--- src/rtl/mcore_mem_req_net_adapter.sv ---
// rtl/mcore_mem_req_net_adapter.sv - buffered memory-request to network-message adapter
//
// Ports:
//   clk, reset (async, active-low)
//   mode, domain        : request attributes, captured with each accepted request
//   mem_req_val/rdy/msg : memory request {type, opaque, addr, len, data}
//   net_val/rdy         : network handshake for the head queue entry
//   net_msg_control     : {dest, src, seq opaque, {req_domain, type, opaque', addr, len}}
//   net_msg_data        : data field of the head entry
//   net_domain          : domain captured with the head entry
module mcore_mem_req_net_adapter #(
  parameter int          p_net_src           = 0,
  parameter int          p_num_ports         = 4,
  parameter int          p_mem_opaque_nbits  = 8,
  parameter int          p_mem_addr_nbits    = 32,
  parameter int          p_mem_data_nbits    = 32,
  parameter int          p_net_opaque_nbits  = 4,
  parameter int          p_net_srcdest_nbits = 3,
  parameter int          p_cacheline_nwords  = 4,
  parameter int          p_single_bank       = 0,
  parameter int          p_num_banks         = 2,
  parameter int          p_dest_mode         = 0,
  parameter logic [31:0] p_inst_boundary     = 32'h4000,
  parameter logic [31:0] p_data_boundary     = 32'hc000,
  parameter int          p_queue_depth       = 2,
  localparam int LEN_W  = $clog2(p_mem_data_nbits / 8),
  localparam int MSG_W  = 3 + p_mem_opaque_nbits + p_mem_addr_nbits + LEN_W + p_mem_data_nbits,
  localparam int CTRL_W = MSG_W - p_mem_data_nbits + 1 + p_net_opaque_nbits + 2 * p_net_srcdest_nbits
) (
  input  logic                        clk,
  input  logic                        reset,
  input  logic                        mode,
  input  logic                        domain,
  input  logic                        mem_req_val,
  output logic                        mem_req_rdy,
  input  logic [MSG_W-1:0]            mem_req_msg,
  output logic                        net_val,
  input  logic                        net_rdy,
  output logic [CTRL_W-1:0]           net_msg_control,
  output logic [p_mem_data_nbits-1:0] net_msg_data,
  output logic                        net_domain
);

  localparam int MO     = p_mem_opaque_nbits;
  localparam int MA     = p_mem_addr_nbits;
  localparam int MD     = p_mem_data_nbits;
  localparam int NO     = p_net_opaque_nbits;
  localparam int NS     = p_net_srcdest_nbits;
  localparam int LSB    = 2 + $clog2(p_cacheline_nwords);
  localparam int BANK_W = (p_num_banks > 1) ? $clog2(p_num_banks) : 1;
  localparam int PTR_W  = (p_queue_depth > 1) ? $clog2(p_queue_depth) : 1;
  localparam int CNT_W  = $clog2(p_queue_depth + 1);

  localparam logic [NS-1:0] SRC    = NS'(p_net_src);
  localparam logic [MA-1:0] INST_B = MA'(p_inst_boundary);
  localparam logic [MA-1:0] DATA_B = MA'(p_data_boundary);

  typedef enum logic [1:0] {S_IDLE, S_BUSY, S_DRAIN} state_t;

  state_t             state, state_next;
  logic               last_domain;
  logic               rst_done;
  logic [NO-1:0]      seq;
  logic [CNT_W-1:0]   count;
  logic [PTR_W-1:0]   head, tail;
  logic               enq, deq, full, empty;

  logic [CTRL_W-1:0]  q_ctrl [p_queue_depth];
  logic [MD-1:0]      q_data [p_queue_depth];
  logic               q_dom  [p_queue_depth];

  logic [2:0]         req_type;
  logic [MO-1:0]      req_opaque;
  logic [MA-1:0]      req_addr;
  logic [LEN_W-1:0]   req_len;
  logic [MD-1:0]      req_data;
  logic [NS-1:0]      dest;
  logic [CTRL_W-1:0]  ctrl_in;
  logic               unused_inputs;

  assign req_type   = mem_req_msg[MSG_W-1 -: 3];
  assign req_opaque = mem_req_msg[MD+LEN_W+MA +: MO];
  assign req_addr   = mem_req_msg[MD+LEN_W +: MA];
  assign req_len    = mem_req_msg[MD +: LEN_W];
  assign req_data   = mem_req_msg[MD-1:0];

  // The top opaque bits are replaced by the source id, so the originals are dropped.
  assign unused_inputs = ^{req_opaque[MO-1 -: NS], mode};

  always_comb begin
    dest = '0;
    if (p_single_bank == 0) begin
      if (p_dest_mode == 1) begin
        if (p_num_banks > 1) dest = NS'(req_addr[LSB +: BANK_W]);
      end else if (mode) begin
        dest = (req_addr < DATA_B) ? '0 : NS'(1);
      end else begin
        dest = (req_addr < INST_B) ? '0 : NS'(1);
      end
    end
  end

  assign ctrl_in = {dest, SRC, seq, SRC[0], req_type, SRC, req_opaque[MO-NS-1:0], req_addr, req_len};

  assign full  = (count == CNT_W'(p_queue_depth));
  assign empty = (count == '0);
  assign enq   = mem_req_val && mem_req_rdy;
  assign deq   = net_val && net_rdy;

  // A request of the other domain is held off until every older entry has left.
  // rst_done keeps rdy low while reset is asserted and for the first edge after release.
  always_comb begin
    state_next  = state;
    mem_req_rdy = 1'b0;
    case (state)
      S_IDLE: begin
        mem_req_rdy = rst_done && !full;
        if (enq) state_next = S_BUSY;
      end
      S_BUSY: begin
        mem_req_rdy = rst_done && !full && (domain == last_domain);
        if (mem_req_val && (domain != last_domain)) begin
          state_next = (deq && count == CNT_W'(1)) ? S_IDLE : S_DRAIN;
        end else if (!enq && deq && count == CNT_W'(1)) begin
          state_next = S_IDLE;
        end
      end
      S_DRAIN: begin
        if (empty || (deq && count == CNT_W'(1))) state_next = S_IDLE;
      end
      default: state_next = S_IDLE;
    endcase
  end

  always_ff @(posedge clk or negedge reset) begin
    if (!reset) state <= S_IDLE;
    else        state <= state_next;
  end

  always_ff @(posedge clk or negedge reset) begin
    if (!reset) begin
      rst_done    <= 1'b0;
      last_domain <= 1'b0;
      seq         <= '0;
      count       <= '0;
      head        <= '0;
      tail        <= '0;
    end else begin
      rst_done <= 1'b1;
      if (enq && state == S_IDLE) last_domain <= domain;
      if (enq) begin
        seq  <= seq + NO'(1);
        tail <= (tail == PTR_W'(p_queue_depth - 1)) ? '0 : tail + PTR_W'(1);
      end
      if (deq) head <= (head == PTR_W'(p_queue_depth - 1)) ? '0 : head + PTR_W'(1);
      case ({enq, deq})
        2'b10:   count <= count + CNT_W'(1);
        2'b01:   count <= count - CNT_W'(1);
        default: count <= count;
      endcase
    end
  end

  // Entry storage needs no reset: outputs are masked whenever the queue is empty.
  always_ff @(posedge clk) begin
    if (enq) begin
      q_ctrl[tail] <= ctrl_in;
      q_data[tail] <= req_data;
      q_dom[tail]  <= domain;
    end
  end

  assign net_val         = !empty;
  assign net_msg_control = empty ? '0 : q_ctrl[head];
  assign net_msg_data    = empty ? '0 : q_data[head];
  assign net_domain      = empty ? 1'b0 : q_dom[head];

endmodule

--- config.mk ---
export PLATFORM = sky130hd
export DESIGN_NAME = mcore_mem_req_net_adapter
export DESIGN_NICKNAME = d
export VERILOG_FILES = /design/src/rtl/mcore_mem_req_net_adapter.sv
export SDC_FILE = /design/constraint.sdc
export NUM_CORES = 1
export LEC_CHECK = 0
export CAP_MARGIN = 20
export CORE_ASPECT_RATIO = 1.1
export CORE_MARGIN = 4
export CORE_UTILIZATION = 49
export DETAILED_ROUTE_END_ITERATION = 8
export PLACE_DENSITY = 0.8
export SLEW_MARGIN = 20
export SYNTH_ARGS = -nofsm -noshare
export SYNTH_HDL_FRONTEND = slang
export SYNTH_SLANG_ARGS = --single-unit
export TNS_END_PERCENT = 50
--- constraint.sdc ---
create_clock -name clk -period 6.7 [get_ports clk]
set_input_delay 1.675 -clock clk [delete_from_list [all_inputs] [get_ports clk]]
set_output_delay 1.675 -clock clk [all_outputs]
set_load 0.01 [all_outputs]
==> impl_metrics.toml, run 1 <==
[drt]
dr_total_vias = 3843
drc_errors = 0
firstDrtPassIters = 4
totalWireLength_mm = 13.1
post_drt_wl_per_cell_um = 17.1
drtIter0Drc = 196
postRouteAntennaNets = 0
vias_per_cell = 5.00

[power_and_ir_drop]
intPower_w = 0.00279
ir_drop_mv = 0.281
leakagePower_nw = 3.36
p_sw_frac = 0.296
p_comb_frac = 0.355
power.net_switching_w = 0.00117
powerDensity_nw_per_um2 = 434
seq_power_share = 0.386
clkPwrFrac = 0.258

[synth]
synthMuxAreaShare = 0.122
yosys.area.top_type = "edfxtp_1"
syn_area_um2 = 6730
ys_top_cells_by_count = "160 x edfxtp_1, 81 x nor2_1, 80 x mux2i_1"
synth_seq_cells = 172
synth_warnings = 0
ys.flop_type = "edfxtp_1"
synth-compound-area-share = 0.0119
synthArstFlopShare = 0.0698
synth.most_common_cell = "edfxtp_1"
synthXorXnorAreaFrac = 0.0115
ys_seq_area_frac = 0.759
synth.distinct_cells = 30
synth_top_family_by_area = "multiplexers"
syn_avg_cell_area_um2 = 16.4
synth_edf_count = 160
synth_top_area_share = 0.714
synth_cells = 410
yosys.area_share.simple = 0.0599
synthAdderAreaFrac = 0.00930
ys_top_cells_by_area = "edfxtp_1 71%, mux2i_1 12%, nor2_1 4.5%"

[global_route]
grt_pass1_wl_mm = 19.7
grt-ovfl-total = 0
grt_start_max_net_pins = 84
grt_pass1_vias = 3976
antenna_found_initial = 1
grt_use_total = 0.166

[worst_setup_path]
cp-end-kind = "output port"
crit_arrival_ps = 3490
critPathRequiredTime_ps = 5030
crit_type = "input pin to output port"
crit_path_start_kind = "input pin"
r2r_setup_slack_ps = 3600
path_max_fanout = 6

[timing]
fin_crit_sh = 0.771
hold_viol = 0
rsz0062_at_grt = "no"
finalSetupViolations = 0
whs_ps = 499
postLayoutSetupSlackWorst_ps = 1540
drv_slew = 0
skew_ps = 6.76
worst_slew_pin_slew_ps = 1040
fmax_mhz = 194
finalSetupTns_ps = 0
min_period_ps = 5160
slew_headroom = 0.308

[final_layout]
drive_gt1_frac = 0.0650
fill_cells = 905
seq_area_um2 = 5110
final_nets = 662
multi_input_area_um2 = 1510
num_antenna_cells = 0
area_delta_synth_final_pct = 35.6

[clock_network]
cts_num_sinks = 172
clk_pin_slew_worst_paths_ps = 60
insertion_delay_ps = 420
postCtsSetupBuffers = 0
htreeDepth = 4
hold_buffers = 0
cts-root-buf = "clkbuf_16"
cts.path.max_buffers = 2
cts_tree = "done"
cts_buffers = 17
cts_resized = 0

[floorplan]
core_um2 = 13300
rows = 44
dieArea_um2 = 15700
start_util = 0.505
io_pins = 174
fp.dieW_um = 120
die_y_um = 131

[worst_hold_path]
hold_class = "flop to flop"

[placement]
dp_slack_ps = 1560
hpwl_mm = 8.30
portBuffers = 161
gp_congestion = 0.828

[flow_run]
drv_cap = 0

[run_status]
status = "completed"
[critical path, cell delays in order]
cell,delay (ps)
clkdlybuf4s50_1,520
xor2_2,230
a2111oi_0,450
clkdlybuf4s50_1,620
[layout by cell type (no fill, tap or decap), drive strengths merged, types with 3 or more instances in the layout]
master,netlist,layout
o21ai,3,3
clkdlybuf4s50,0,161
nand3,3,3
xor2,6,6
nor2b,3,3
mux2i,80,80
buf,20,3
clkinv,0,3
nor2,81,81
nand2,4,4
inv,7,7
edfxtp,160,160
clkbuf,7,21
ha,5,5
bufinv,0,5
or4,3,3
conb,2,10
dfrtp,12,12
[state kept, by name, indices dropped and copies added, names as in the netlist]
signal	cells
rst_done	1
count	2
q_dom	2
state	2
q_data	64
q_ctrl	94
head	1
last_domain	1
tail	1
seq	4
[logic make-up (layout without fill, tap and decap cells)]
family | Yosys count | count (layout)
flip-flops | 172 | 172
AND/OR/NAND/NOR | 97 | 97
multiplexers | 82 | 82
buffers and inverters | 34 | 201
AO/OA/AOI/OAI | 10 | 10
XOR/XNOR | 8 | 8
adder cells (fa/ha/maj) | 5 | 5
other | 2 | 10
[power groups by stage]
stage | sequential, W | clock (W) | combinational [W]
2_1_floorplan | 0.00146 | 0 | 0.000778
3_3_place_gp | 0.00154 | 0 | 0.00140
3_5_place_dp | 0.00156 | 0 | 0.00142
4_1_cts | 0.00154 | 0.00104 | 0.00143
5_1_grt | 0.00155 | 0.00109 | 0.00151
6_report | 0.00153 | 0.00102 | 0.00141
[per-layer routing]
metal / routed length, um / global-route usage / vias up
li1: - / - / 1819
met5: 13 / 0 / -
met3: 757 / 0.0512 / 27
met4: 273 / 0.0741 / 2
met2: 6680 / 0.286 / 143
met1: 5400 / 0.192 / 1852
[stage by stage]
step / power (W) / cells / utilization / instance area [um2]
2_1_floorplan: 0.00224 / 418 / - / 6760
3_3_place_gp: 0.00294 / 738 / 0.638 / 8500
3_5_place_dp: 0.00297 / 738 / 0.638 / 8500
4_1_cts: 0.00400 / 768 / 0.684 / 9110
5_1_grt: 0.00415 / 769 / 0.685 / 9130
6_report: 0.00396 / 769 / 0.685 / 9130
[final timing paths]
path | end | depth (start not counted) | startpoint
worst max-delay path | mem_req_rdy | 4 | domain
worst min-delay path | seq[3] | 1 | seq[3]
worst max register to register | q_ctrl[0][10] | 6 | count[0]
worst min register to register | seq[3] | 1 | seq[3]
max in group asynchronous | head | 1 | reset
min in group asynchronous | seq[3] | 1 | reset
[layout make-up]
type | count | share of cell area
clock inverter | 9 | 0.0186
timing repair buffer | 164 | 0.180
clock buffer | 21 | 0.0482
tap | 184 | 0.0252
inverter | 7 | 0.00288
multi-input combinational | 212 | 0.165
sequential | 172 | 0.560
Note: power is estimated with default switching activity, not from simulation.
==> inputs of run 2 (changes only) <==
Settings changed: CORE_UTILIZATION 49 to 44, PLACE_DENSITY 0.8 to 0.76.
Clock period 6.7 ns to 4.5 ns, I/O delays scaled along.
==> impl_metrics.toml, run 2 (synthesized netlist as in run 1, its figures left out) <==
[run_status]
status = "completed"

[final_layout]
final_common_cell = "clkdlybuf4s50_1"
reg_top3 = "q_ctrl: 94 flops, q_data: 64 flops, seq: 4 flops"
drive_gt1_frac = 0.0795
num_antenna_cells = 0
largest-register = "q_ctrl"
area_delta_synth_final_pct = 37.4
layout_common_cells = "161 x clkdlybuf4s50_1, 160 x edfxtp_1, 81 x nor2_1, 80 x mux2i_1, 17 x clkbuf_16"
fill_cells = 1138
final_nets = 666
fin_cells = 787
largest_reg_flops = 94
design_area_um2 = 9250

[drt]
vias_per_cell = 4.88
drc_errors = 0
post_drt_wl_per_cell_um = 16.5
dr_total_vias = 3839
postRouteAntennaNets = 0
totalWireLength_mm = 13.0
drtIter0Drc = 223
firstDrtPassIters = 4

[global_route]
grt_pass1_wl_mm = 20.1
antenna_found_initial = 0
grt_use_met3 = 0.0531
grt_start_max_net_pins = 58
grtUsageMet2 = 0.259
grt_pass1_vias = 4076
grtUsageMet1 = 0.169
grt-ovfl-total = 0
busiest_layer = "met2"
grt_use_total = 0.149

[floorplan]
io_pins = 174
fp.dieW_um = 126
dieArea_um2 = 17300
core_um2 = 15100
rows = 47
die_y_um = 138
start_util = 0.447

[timing]
drv_slew = 0
fmax_mhz = 251
finalSetupViolations = 0
skew_ps = 5.45
slew_headroom = 0.520
hold_viol = 0
postLayoutSetupSlackWorst_ps = 520
min_period_ps = 3980
worst_slew_pin_slew_ps = 720
finalSetupTns_ps = 0
rsz0062_at_grt = "no"
fin_crit_sh = 0.884

[power_and_ir_drop]
powerDensity_nw_per_um2 = 645
leakagePower_nw = 3.40
ir_drop_mv = 0.356
p_total_w = 0.00597

[placement]
placed_cells = 755
hpwl_mm = 8.66
dp_slack_ps = 486
place_area_um2 = 8600
portBuffers = 161
gp_congestion = 0.801

[worst_setup_path]
r2r_setup_slack_ps = 1830
path_max_fanout = 6
crit_path_start_kind = "input pin"
critPathRequiredTime_ps = 3380
cp-end-kind = "output port"
crit_type = "input pin to output port"
crit_arrival_ps = 2860

[worst_hold_path]
hold_class = "flop to flop"

[clock_network]
cts_tree = "done"
cts.path.max_buffers = 2
htreeDepth = 4
insertion_delay_ps = 410
cts-root-buf = "clkbuf_16"
cts_resized = 0
cts_buffers = 17
hold_buffers = 0
cts_num_sinks = 172
clk_pin_slew_worst_paths_ps = 60
postCtsSetupBuffers = 0

[flow_run]
drv_cap = 0
==> run 2: changes by cell type in the layout (fill, tap and decap cells not counted), sizes merged <==
cell / previous run / this run
buf: 3 / 7
clkinvlp: 1 / 2
clkinv: 3 / 7
inv: 7 / 8
clkbuf: 21 / 17
==> run 2: final cells by class <==
class | instances | area [um2] | area share
sequential | 172 | 5110 | 0.553
clock inverter | 15 | 220 | 0.0238
multi-input combinational | 212 | 1510 | 0.163
inverter | 7 | 26.3 | 0.00284
tap | 196 | 245 | 0.0265
timing repair buffer | 168 | 1710 | 0.185
clock buffer | 17 | 425 | 0.0460
==> run 2: path summary, 6_finish.rpt <==
path                       startpoint             to  depth (start not counted)
setup reg to reg             count[0]  q_data[0][13]                          6
hold reg to reg                seq[3]         seq[3]                          1
setup / recovery               domain    mem_req_rdy                          4
hold / removal                 seq[3]         seq[3]                          1
max in group asynchronous       reset           head                          1
min in group asynchronous       reset       rst_done                          1
==> run 2: power by group <==
group	total (W)	internal [W]	leakage [nW]	switching (W)
combinational	0.00220	0.00116	1.50	0.00104
clock	0.00157	0.000984	0.306	0.000582
sequential	0.00220	0.00205	1.60	0.000151
total	0.00597	0.00419	3.40	0.00178
==> run 2: layer usage <==
layer / vias up / share of wire / routed length [um]
met1: 1857 / 0.41 / 5310
met2: 131 / 0.50 / 6530
met4: 0 / 0.016 / 204
li1: 1834 / - / -
met3: 17 / 0.073 / 953
met5: - / 0 / 0
==> run 2: critical path: stages <==
cell	delay (ps)
clkdlybuf4s50_1	480
xor2_2	220
a2111oi_0	420
clkdlybuf4s50_1	610
==> run 2: per-stage QoR <==
step / hold WS, ps / util
after floorplan: 454 / -
after global placement: 468 / 0.571
after detailed placement: 474 / 0.571
after CTS: 486 / 0.614
after global routing: 510 / 0.614
final: 486 / 0.614
==> inputs of run 3 (changes only) <==
Settings changed: SLEW_MARGIN 20 to 30.
==> results of run 3 <==
The final DEF is identical to that of run 2; final timing and power are the same.
